[src/rtl/apb_uart_param.sv]
// APB3 UART with configurable FIFO depth, character width and oversampling.
// Zero-wait slave exposing SR/DR/BRR/CR, W1C sticky flags and a registered level IRQ.
module apb_uart_param #(
    parameter int FIFO_DEPTH = 16,
    parameter int DATA_BITS  = 8,
    parameter int OVERSAMPLE = 16
) (
    input  logic        PCLK,
    input  logic        PRESETn,
    input  logic        PSEL,
    input  logic        PENABLE,
    input  logic        PWRITE,
    input  logic [4:0]  PADDR,
    input  logic [31:0] PWDATA,
    output logic [31:0] PRDATA,
    output logic        PREADY,
    output logic        PSLVERR,
    input  logic        RXD,
    output logic        TXD,
    output logic        UART_IRQ
);
    localparam int AW = $clog2(FIFO_DEPTH);
    localparam int CW = $clog2(OVERSAMPLE);
    localparam logic [AW:0]   FULL_LVL = (AW+1)'(FIFO_DEPTH);
    localparam logic [CW-1:0] CNT_LAST = CW'(OVERSAMPLE - 1);
    localparam logic [CW-1:0] CNT_HALF = CW'(OVERSAMPLE / 2);
    localparam logic [2:0]    BIT_LAST = 3'(DATA_BITS - 1);

    typedef enum logic [2:0] {ST_IDLE, ST_START, ST_DATA, ST_PARITY, ST_STOP} state_t;

    logic        access, wr, rd;
    logic [2:0]  idx;
    logic        sel_sr, sel_dr, sel_brr, sel_cr, sr_w1c, flush;
    logic        unused;

    logic [15:0] brr;
    logic [11:0] cr;
    logic        uen, txen, rxen, pen, podd, stop2;
    logic        tc, pe, fe, rxovr, txovr, irq_q;
    logic [15:0] div_cnt;
    logic        tick;

    logic [DATA_BITS-1:0] tx_mem [FIFO_DEPTH];
    logic [AW:0]          tx_wp, tx_rp, tx_lvl;
    logic                 tx_empty, tx_full, tx_push_req, tx_push, tx_start, txovr_set;

    logic [DATA_BITS-1:0] rx_mem [FIFO_DEPTH];
    logic [AW:0]          rx_wp, rx_rp, rx_lvl;
    logic                 rx_empty, rx_full, rx_pop, rx_push, rxovr_set;

    state_t               tx_state;
    logic [CW-1:0]        tx_cnt;
    logic [2:0]           tx_bit;
    logic [DATA_BITS-1:0] tx_shift;
    logic                 tx_par, tx_stop_n, txd_q, tx_done;

    state_t               rx_state;
    logic [CW-1:0]        rx_cnt;
    logic [2:0]           rx_bit;
    logic [DATA_BITS-1:0] rx_shift, rx_data_q;
    logic                 rx_par, rx_s1, rx_s2, rx_prev;
    logic                 rx_push_q, pe_set_q, fe_set_q;
    logic                 rx_sample, rx_last;

    logic [31:0]          sr_val;

    assign access  = PSEL & PENABLE;
    assign wr      = access & PWRITE;
    assign rd      = access & ~PWRITE;
    assign idx     = PADDR[4:2];
    assign sel_sr  = (idx == 3'd0);
    assign sel_dr  = (idx == 3'd1);
    assign sel_brr = (idx == 3'd2);
    assign sel_cr  = (idx == 3'd3);
    assign sr_w1c  = wr & sel_sr;
    assign unused  = ^{PADDR[1:0], PWDATA[31:16]};

    assign uen   = cr[0];
    assign txen  = cr[1];
    assign rxen  = cr[2];
    assign pen   = cr[3];
    assign podd  = cr[4];
    assign stop2 = cr[5];

    // A CR write that drops UEN flushes the FIFOs and aborts both engines in the same edge.
    assign flush = wr & sel_cr & uen & ~PWDATA[0];

    assign PREADY   = 1'b1;
    assign PSLVERR  = access & idx[2];
    assign TXD      = txd_q;
    assign UART_IRQ = irq_q;

    assign tick = uen & (div_cnt == brr);

    always_ff @(posedge PCLK or negedge PRESETn) begin
        if (!PRESETn)       div_cnt <= '0;
        else if (!uen || tick) div_cnt <= '0;
        else                div_cnt <= div_cnt + 16'd1;
    end

    // TX FIFO: a push into a full FIFO is still accepted when the engine pops in the same cycle.
    assign tx_lvl      = tx_wp - tx_rp;
    assign tx_empty    = (tx_lvl == '0);
    assign tx_full     = (tx_lvl == FULL_LVL);
    assign tx_push_req = wr & sel_dr;
    assign tx_start    = (tx_state == ST_IDLE) & uen & txen & ~tx_empty & ~flush;
    assign tx_push     = tx_push_req & (~tx_full | tx_start);
    assign txovr_set   = tx_push_req & tx_full & ~tx_start;

    always_ff @(posedge PCLK) begin
        if (tx_push) tx_mem[tx_wp[AW-1:0]] <= PWDATA[DATA_BITS-1:0];
        if (rx_push) rx_mem[rx_wp[AW-1:0]] <= rx_data_q;
    end

    assign rx_lvl    = rx_wp - rx_rp;
    assign rx_empty  = (rx_lvl == '0);
    assign rx_full   = (rx_lvl == FULL_LVL);
    assign rx_pop    = rd & sel_dr & ~rx_empty;
    assign rx_push   = rx_push_q & (~rx_full | rx_pop);
    assign rxovr_set = rx_push_q & rx_full & ~rx_pop;

    always_ff @(posedge PCLK or negedge PRESETn) begin
        if (!PRESETn) begin
            tx_wp <= '0;
            tx_rp <= '0;
            rx_wp <= '0;
            rx_rp <= '0;
        end else if (flush) begin
            tx_wp <= '0;
            tx_rp <= '0;
            rx_wp <= '0;
            rx_rp <= '0;
        end else begin
            if (tx_push)  tx_wp <= tx_wp + 1'b1;
            if (tx_start) tx_rp <= tx_rp + 1'b1;
            if (rx_push)  rx_wp <= rx_wp + 1'b1;
            if (rx_pop)   rx_rp <= rx_rp + 1'b1;
        end
    end

    always_ff @(posedge PCLK or negedge PRESETn) begin
        if (!PRESETn) begin
            tx_state  <= ST_IDLE;
            tx_cnt    <= '0;
            tx_bit    <= '0;
            tx_shift  <= '0;
            tx_par    <= 1'b0;
            tx_stop_n <= 1'b0;
            txd_q     <= 1'b1;
            tx_done   <= 1'b0;
        end else begin
            tx_done <= 1'b0;
            if (flush) begin
                tx_state <= ST_IDLE;
                txd_q    <= 1'b1;
            end else if (tx_state == ST_IDLE) begin
                if (tx_start) begin
                    tx_state  <= ST_START;
                    txd_q     <= 1'b0;
                    tx_cnt    <= '0;
                    tx_stop_n <= 1'b0;
                    tx_shift  <= tx_mem[tx_rp[AW-1:0]];
                    tx_par    <= (^tx_mem[tx_rp[AW-1:0]]) ^ podd;
                end
            end else if (tick) begin
                if (tx_cnt != CNT_LAST) begin
                    tx_cnt <= tx_cnt + 1'b1;
                end else begin
                    tx_cnt <= '0;
                    case (tx_state)
                        ST_START: begin
                            tx_state <= ST_DATA;
                            tx_bit   <= '0;
                            txd_q    <= tx_shift[0];
                            tx_shift <= tx_shift >> 1;
                        end
                        ST_DATA: begin
                            if (tx_bit == BIT_LAST) begin
                                tx_state <= pen ? ST_PARITY : ST_STOP;
                                txd_q    <= pen ? tx_par : 1'b1;
                            end else begin
                                tx_bit   <= tx_bit + 3'd1;
                                txd_q    <= tx_shift[0];
                                tx_shift <= tx_shift >> 1;
                            end
                        end
                        ST_PARITY: begin
                            tx_state <= ST_STOP;
                            txd_q    <= 1'b1;
                        end
                        ST_STOP: begin
                            if (stop2 && !tx_stop_n) begin
                                tx_stop_n <= 1'b1;
                            end else begin
                                tx_state <= ST_IDLE;
                                tx_done  <= 1'b1;
                            end
                        end
                        default: tx_state <= ST_IDLE;
                    endcase
                end
            end
        end
    end

    assign rx_sample = (rx_cnt == CNT_HALF);
    assign rx_last   = (rx_cnt == CNT_LAST);

    always_ff @(posedge PCLK or negedge PRESETn) begin
        if (!PRESETn) begin
            rx_s1     <= 1'b1;
            rx_s2     <= 1'b1;
            rx_prev   <= 1'b1;
            rx_state  <= ST_IDLE;
            rx_cnt    <= '0;
            rx_bit    <= '0;
            rx_shift  <= '0;
            rx_par    <= 1'b0;
            rx_data_q <= '0;
            rx_push_q <= 1'b0;
            pe_set_q  <= 1'b0;
            fe_set_q  <= 1'b0;
        end else begin
            rx_s1     <= RXD;
            rx_s2     <= rx_s1;
            rx_prev   <= rx_s2;
            rx_push_q <= 1'b0;
            pe_set_q  <= 1'b0;
            fe_set_q  <= 1'b0;
            if (flush) begin
                rx_state <= ST_IDLE;
            end else if (rx_state == ST_IDLE) begin
                if (uen && rxen && rx_prev && !rx_s2) begin
                    rx_state <= ST_START;
                    rx_cnt   <= '0;
                end
            end else if (tick) begin
                rx_cnt <= rx_last ? '0 : rx_cnt + 1'b1;
                case (rx_state)
                    ST_START: begin
                        if (rx_sample && rx_s2) begin
                            rx_state <= ST_IDLE;
                        end else if (rx_last) begin
                            rx_state <= ST_DATA;
                            rx_bit   <= '0;
                        end
                    end
                    ST_DATA: begin
                        if (rx_sample) rx_shift <= {rx_s2, rx_shift[DATA_BITS-1:1]};
                        if (rx_last) begin
                            if (rx_bit == BIT_LAST) rx_state <= pen ? ST_PARITY : ST_STOP;
                            else                    rx_bit   <= rx_bit + 3'd1;
                        end
                    end
                    ST_PARITY: begin
                        if (rx_sample) rx_par   <= rx_s2;
                        if (rx_last)   rx_state <= ST_STOP;
                    end
                    ST_STOP: begin
                        if (rx_sample) begin
                            rx_state  <= ST_IDLE;
                            rx_push_q <= 1'b1;
                            rx_data_q <= rx_shift;
                            pe_set_q  <= pen & (rx_par != ((^rx_shift) ^ podd));
                            fe_set_q  <= ~rx_s2;
                        end
                    end
                    default: rx_state <= ST_IDLE;
                endcase
            end
        end
    end

    // Sticky flags: a set event in the same cycle as the W1C write wins.
    always_ff @(posedge PCLK or negedge PRESETn) begin
        if (!PRESETn) begin
            brr   <= '0;
            cr    <= '0;
            tc    <= 1'b0;
            pe    <= 1'b0;
            fe    <= 1'b0;
            rxovr <= 1'b0;
            txovr <= 1'b0;
            irq_q <= 1'b0;
        end else begin
            if (wr && sel_brr) brr <= PWDATA[15:0];
            if (wr && sel_cr)  cr  <= PWDATA[11:0] & 12'hF3F;
            tc    <= (tx_done & tx_empty) | (tc    & ~(sr_w1c & PWDATA[5]));
            pe    <= pe_set_q             | (pe    & ~(sr_w1c & PWDATA[6]));
            fe    <= fe_set_q             | (fe    & ~(sr_w1c & PWDATA[7]));
            rxovr <= rxovr_set            | (rxovr & ~(sr_w1c & PWDATA[8]));
            txovr <= txovr_set            | (txovr & ~(sr_w1c & PWDATA[9]));
            irq_q <= (cr[8] & ~rx_empty) | (cr[9] & tx_empty & uen & txen) |
                     (cr[10] & (pe | fe | rxovr | txovr)) | (cr[11] & tc);
        end
    end

    assign sr_val = {8'(tx_lvl), 8'(rx_lvl), 6'b0, txovr, rxovr, fe, pe, tc,
                     (tx_state != ST_IDLE), rx_full, tx_full, tx_empty, ~rx_empty};

    always_comb begin
        PRDATA = '0;
        if (rd) begin
            case (idx)
                3'd0:    PRDATA = sr_val;
                3'd1:    PRDATA = rx_empty ? '0 : 32'(rx_mem[rx_rp[AW-1:0]]);
                3'd2:    PRDATA = {16'b0, brr};
                3'd3:    PRDATA = {20'b0, cr};
                default: PRDATA = '0;
            endcase
        end
    end
endmodule

[config.mk]
export PLATFORM = sky130hd
export DESIGN_NAME = apb_uart_param
export DESIGN_NICKNAME = d
export VERILOG_FILES = /design/src/rtl/apb_uart_param.sv
export SDC_FILE = /design/constraint.sdc
export NUM_CORES = 1
export LEC_CHECK = 0
export ABC_AREA = 1
export BUFFER_PORTS_ARGS = -buffer_cell sky130_fd_sc_hd__buf_2
export CORE_ASPECT_RATIO = 0.7
export CORE_UTILIZATION = 50
export CTS_BUF_LIST = sky130_fd_sc_hd__clkbuf_4
export CTS_CLUSTER_SIZE = 28
export DETAILED_ROUTE_END_ITERATION = 10
export PLACE_DENSITY = 0.78
export RECOVER_POWER = 25
export SETUP_SLACK_MARGIN = 0.5
export SYNTH_ARGS = -nofsm -noshare
export SYNTH_HDL_FRONTEND = slang
export SYNTH_SLANG_ARGS = --single-unit
[constraint.sdc]
create_clock -name PCLK -period 7 [get_ports PCLK]
set_clock_uncertainty 0.05 [all_clocks]
set_input_delay 0.35 -clock PCLK [delete_from_list [all_inputs] [get_ports PCLK]]
set_output_delay 0.35 -clock PCLK [all_outputs]
set_load 0.005 [all_outputs]
-- After elaboration in Yosys (flattened, before gate mapping)
Memories as Yosys holds them, arrays and structs flattened.
Index checks and enable logic that the tools add are counted.
- register bits after elaboration: 123
- latch bits: 0
- RAM bits: 256
- ROM bits: 0
- output and inout port bits: 36
- word-level logic and storage cells: 295
- memories kept: 2
- $add $sub $neg: 11
- $mul: 0
- divide/modulo/power cells: 0
- order comparisons: 0
- eq/ne operators: 39
- shift-type cells: 0
- mux-type cells: 91
- bitwise gates (word level): 73
- reduce and logical (&&, ||, !) cells: 46
- memory list (name ; words ; width ; rd ports ; clocked after Yosys merged registers in ; wr ports ; line ; source):
    rx_mem ; 16 ; 8 ; 1 ; 0 ; 1 ; 47 ; logic [DATA_BITS-1:0] rx_mem [FIFO_DEPTH];
    tx_mem ; 16 ; 8 ; 1 ; 0 ; 1 ; 43 ; logic [DATA_BITS-1:0] tx_mem [FIFO_DEPTH];
- operator list (operator ; count):
    $pmux W29 S4 ; 1
    $mux W3 ; 23
    $mux W8 ; 6
    $and A1 B1 Y1 ; 40
    $mux W5 ; 8
    $mux W1 ; 37
    $mux W4 ; 8
    $mux W29 ; 1
    $ne A4 B4 Y1 const B ; 7
    $pmux W3 S4 ; 2
    $add A5 B1 Y5 const B ; 4
    $reduce_and A5 Y1 ; 4
    $reduce_bool A2 Y1 ; 10
    $eq A3 B2 Y1 const B ; 6
    $not A1 Y1 ; 18
    $reduce_and A6 Y1 ; 3
    $add A16 B1 Y16 const B ; 1
    $eq A16 B16 Y1 ; 1
    $mux W16 ; 1
    $pmux W8 S2 ; 1
    $reduce_xor A8 Y1 ; 2
    $ne A2 B2 Y1 const B ; 7
    $or A1 B1 Y1 ; 13
    $eq A3 B3 Y1 const B ; 4
    other kinds (25) ; 52

-- Depth between registers and ports, before layout
- word-level depth: 11
- depth in mapped cells: 21
- mapped depth without buffers: 20

-- Worst setup path after synthesis
Ideal clock, no wire load.
- path kind: reg-to-reg
- start point: register rx_rp[1]
- end point: memory rx_mem[11][0], enable pin
- data arrival time: 2.677 ns
- setup slack: 3.903 ns
- stages on the path, launching flop included: 15
- period minus slack after synthesis: 3.097 ns
- cell sequence: dfrtp_1 clkbuf_1 inv_1 buf_1 ha_1 nand2_1 o21ai_1 xnor2_1 nand2_1 nor2_1 inv_2 nand3_1 a21oi_4 nand2_1 nor2_1
- longest elaborated chain between the ends: 8
- elaborated cells between the ends (all ways): 10
- classes of those cells: add/sub (1); eq/ne (1); mux (2); bitwise (5); reduce/logical (1)
- RTL lines (what ; line ; source):
    start: declaration ; 48 ; logic [AW:0] rx_wp, rx_rp, rx_lvl;
    start signal: assignment ; 137 ; if (rx_pop) rx_rp <= rx_rp + 1'b1;
    $sub A5 B5 Y5 (*) ; 115 ; assign rx_lvl = rx_wp - rx_rp;
    $logic_not A5 Y1 ; 116 ; assign rx_empty = (rx_lvl == '0);
    $not A1 Y1 ; 118 ; assign rx_pop = rd & sel_dr & ~rx_empty;
    $and A1 B1 Y1 ; 118 ;
    $or A1 B1 Y1 (*) ; 119 ; assign rx_push = rx_push_q & (~rx_full | rx_pop);
    $and A1 B1 Y1 (*) ; 119 ;
    $mux W1 (*) ; 112 ; if (rx_push) rx_mem[rx_wp[AW-1:0]] <= rx_data_q;
    $mux W1 (not written as such) (*) ; 112 ;
    end: declaration ; 47 ;
Every way passes the cells marked *; elsewhere a longest branch is shown, timed or not.

-- Worst setup path in the final report
- start point: register tx_rp[1]
- end point: output port PRDATA[1]
- longest elaborated chain between the ends: 4
- RTL lines (what ; line ; source):
    start: declaration ; 44 ; logic [AW:0] tx_wp, tx_rp, tx_lvl;
    start signal: assignment ; 135 ; if (tx_start) tx_rp <= tx_rp + 1'b1;
    $sub A5 B5 Y5 ; 102 ; assign tx_lvl = tx_wp - tx_rp;
    $logic_not A5 Y1 ; 103 ; assign tx_empty = (tx_lvl == '0);
    $pmux W29 S4 ; 304 ; case (idx)
    $mux W29 ; 303 ; if (rd) begin
    end: declaration ; 15 ; output logic [31:0] PRDATA,
No other way between the ends.

==> flow_summary.yaml <==
status:
  status: "finished with violations"
  violations: "max-capacitance violations, max-slew violations"
worst_setup_path:
  rr_startpoint: "tx_rp[1]$_DFFE_PN0P_"
  crit_type: "flop to output port"
  rr_worst_depth: 14
  startpoint_type: "flop"
  r2r_end: "tx_mem[1][5]$_DFFE_PP_"
  critPathRequiredTime_ns: 6.60
  worst_setup_path_end_kind: "output port"
  critPathArrivalTime_ns: 4.25
  worstPathMaxFanout: 35
  ff2ff_setup_slack_ns: 2.37
power:
  internal_power_mw: 4.17
  swShare_pct: 38.7
  powerDensity_nw_per_um2: 347
  ir_drop_v: 0.000181
  switchingPower_mw: 2.63
  p_comb_share_pct: 33.3
  clock_power_share_pct: 26.9
  seqPwrFrac_pct: 39.8
  leakage_nw: 8.62
die:
  dieHeight_um: 159
  rows: 57
  io_pins: 79
  start_util_pct: 50.8
  core_area_sq_um: 34700
  die_area_sq_um: 36000
  die_x_um: 227
synthesis:
  ys.warnings.count: 0
  yosys.area.top_type: "edfxtp_1"
  synth_cell_types: 55
  ys.flop_type: "edfxtp_1"
  synthArstFlopShare_pct: 32.5
  syn_area_sq_um: 17600
  yosysTopAreaCellShare_pct: 43.6
  yosysMostFrequentCell: "nand2_1"
  synth_edf_count: 256
  synth.top_cells.by_area: "edfxtp_1 (44%), dfrtp_1 (17%), nand2_1 (11%)"
  synth_cells: 1820
  ys_ff_latch: 379
  syn_avg_cell_area_sq_um: 9.69
  seq_area_frac_synth_pct: 61.1
  synth_commonest_cells: "nand2_1 (505), edfxtp_1 (256), inv_1 (211)"
cts:
  cts-resized-gates: 0
  postCtsSetupBuffers: 0
  clk_pin_slew_ns: 0.07
  insertion_delay_ns: 0.80
  ctsHoldBuffers: 18
  clockRootBuffer: "clkbuf_4"
  htreeDepth: 3
  clockBufferDepth: 3
  cts_inserted_buffers: 91
  clock-sinks: 379
  cts_tree: "built"
min_path:
  hold_end: "txovr$_DFF_PN0_"
  hold_depth: 3
  holdCritStartpoint: "PWRITE"
  hp-class: "input port to flop"
global_routing:
  gr-total-overflow: 0
  grtUsageTotal_pct: 24.6
  antenna_found_initial: 3
  grt_pass1_wl_um: 68000
  grt_max_degree: 78
  grt_pass1_vias: 12656
sta:
  fmax_mhz: 215
  fin_crit_ns: 4.65
  worst_slew_pin_slew_ns: 2.58
  slew_headroom_pct: -72.2
  timing.hold.ws_ns: 0.0395
  slew_violations: 50
  rsz0062_at_grt: "false"
  fin_tns_setup_ns: 0
  finalSetupViolCount: 0
  finalCritPeriodShare_pct: 66.5
  hold_viol: 0
routing:
  num_vias: 13347
  via_per_inst: 5.39
  ant_nets: 0
  finalWirelength_um: 43300
  wl_per_cell_um: 17.5
  dr.pass1.iters: 6
  drt_iter0_drc: 1470
  drc_errors: 0
place:
  place_congestion: 0.923
  io_buffers: 53
  place_hpwl_um: 28400
layout:
  nets: 2002
  layout-drive-gt1-share_pct: 11.9
  syn_to_final_growth_pct: 11.1
job:
  maxCapViolations: 1
==> worst max-delay path: stages, from the launching register on <==
cell and delay, ns:
dfrtp_1 0.36, clkinv_1 0.92, ha_1 0.70, nand3b_1 0.09
nand2_1 0.07, xnor2_1 0.20, nand2_1 0.10, nor2_1 0.32
inv_1 0.07, o21ai_0 0.18, a221oi_1 0.07, nor2_1 0.21
buf_2 0.15
==> state kept, by name, summed over array words and instances (netlist names), 3 cells and up <==
name	cells
tx_bit	3
tx_rp	5
brr	16
rx_shift	8
rx_wp	5
tx_wp	5
tx_mem	128
rx_state	3
rx_cnt	4
tx_shift	8
tx_cnt	4
tx_state	3
div_cnt	16
rx_bit	3
rx_rp	5
rx_data_q	8
rx_mem	128
cr	10
==> placed cells by master (no fill, tap or decap), types with 25 or more instances in the layout <==
| master | n |
|---|---|
| a21oi_1 | 84 |
| buf_2 | 43 |
| clkbuf_4 | 137 |
| dfrtp_1 | 117 |
| edfxtp_1 | 256 |
| ha_1 | 26 |
| inv_1 | 210 |
| nand2_1 | 505 |
| nand3_1 | 106 |
| nor2_1 | 157 |
| nor3_1 | 25 |
| o21ai_0 | 84 |
==> area by class of cell <==
class | instances | area, sq um
Timing Repair Buffer | 79 | 493
Sequential cell | 379 | 10800
Clock inverter | 28 | 153
Antenna cell | 3 | 7.51
Multi-Input combinational cell | 1158 | 5720
Fill cell | 2979 | 15100
Tap cell | 472 | 591
Clock buffer | 137 | 1030
Inverter | 222 | 840
==> cells by family after synthesis <==
| logic type | count (synthesis) | synth area share, % |
|---|---|---|
| xor+xnor | 29 | 1.44 |
| flops | 379 | 61.1 |
| other cells | 2 | 0.0426 |
| simple gates | 835 | 19.8 |
| fa+ha+maj | 28 | 2.07 |
| buf+inv | 288 | 6.50 |
| compound gates | 237 | 7.80 |
| mux | 22 | 1.28 |
==> metal layers <==
| metal | vias to the layer above | track usage [%] | wire (um) |
|---|---|---|---|
| met5 | - | 0 | 0 |
| met4 | 0 | 7.89 | 990 |
| met3 | 76 | 7.42 | 4160 |
| met2 | 605 | 34.4 | 18600 |
| met1 | 6356 | 36.7 | 19500 |
| li1 | 6310 | - | - |
==> through the flow <==
stage / utilization (%) / area (sq um) / power (mW) / instances / setup WS (ns)
floorplan: - / 17700 / 4.35 / 1825 / 3.90
global placement: 52.6 / 18300 / 4.88 / 2292 / 2.61
detailed placement: 52.6 / 18300 / 4.95 / 2292 / 2.53
CTS: 56.5 / 19600 / 6.79 / 2475 / 2.34
global route: 56.4 / 19600 / 7.24 / 2478 / 2.02
finish: 56.4 / 19600 / 6.80 / 2478 / 2.35
==> worst max path at each step <==
stage	from	endpoint	slack (ns)	cells after the start
floorplan	rx_rp[1]$_DFFE_PN0P_	rx_mem[11][0]$_DFFE_PP_	3.90	14
global placement	tx_rp[1]$_DFFE_PN0P_	tx_mem[1][0]$_DFFE_PP_	2.61	14
detailed placement	tx_rp[1]$_DFFE_PN0P_	tx_mem[1][0]$_DFFE_PP_	2.53	14
CTS	tx_rp[1]$_DFFE_PN0P_	PRDATA[1]	2.34	12
global route	tx_rp[1]$_DFFE_PN0P_	PRDATA[1]	2.02	12
finish	tx_rp[1]$_DFFE_PN0P_	PRDATA[1]	2.35	12
==> power groups by stage <==
| stage | registers, mW | logic [mW] | clock network [mW] |
|---|---|---|---|
| final | 2.71 | 2.26 | 1.83 |
| after global routing | 2.73 | 2.54 | 1.98 |
| after CTS | 2.70 | 2.23 | 1.86 |
| after detailed placement | 2.75 | 2.21 | 0 |
| after global placement | 2.74 | 2.14 | 0 |
| after floorplan | 2.68 | 1.67 | 0 |
Power figures use the tool's default switching activity.
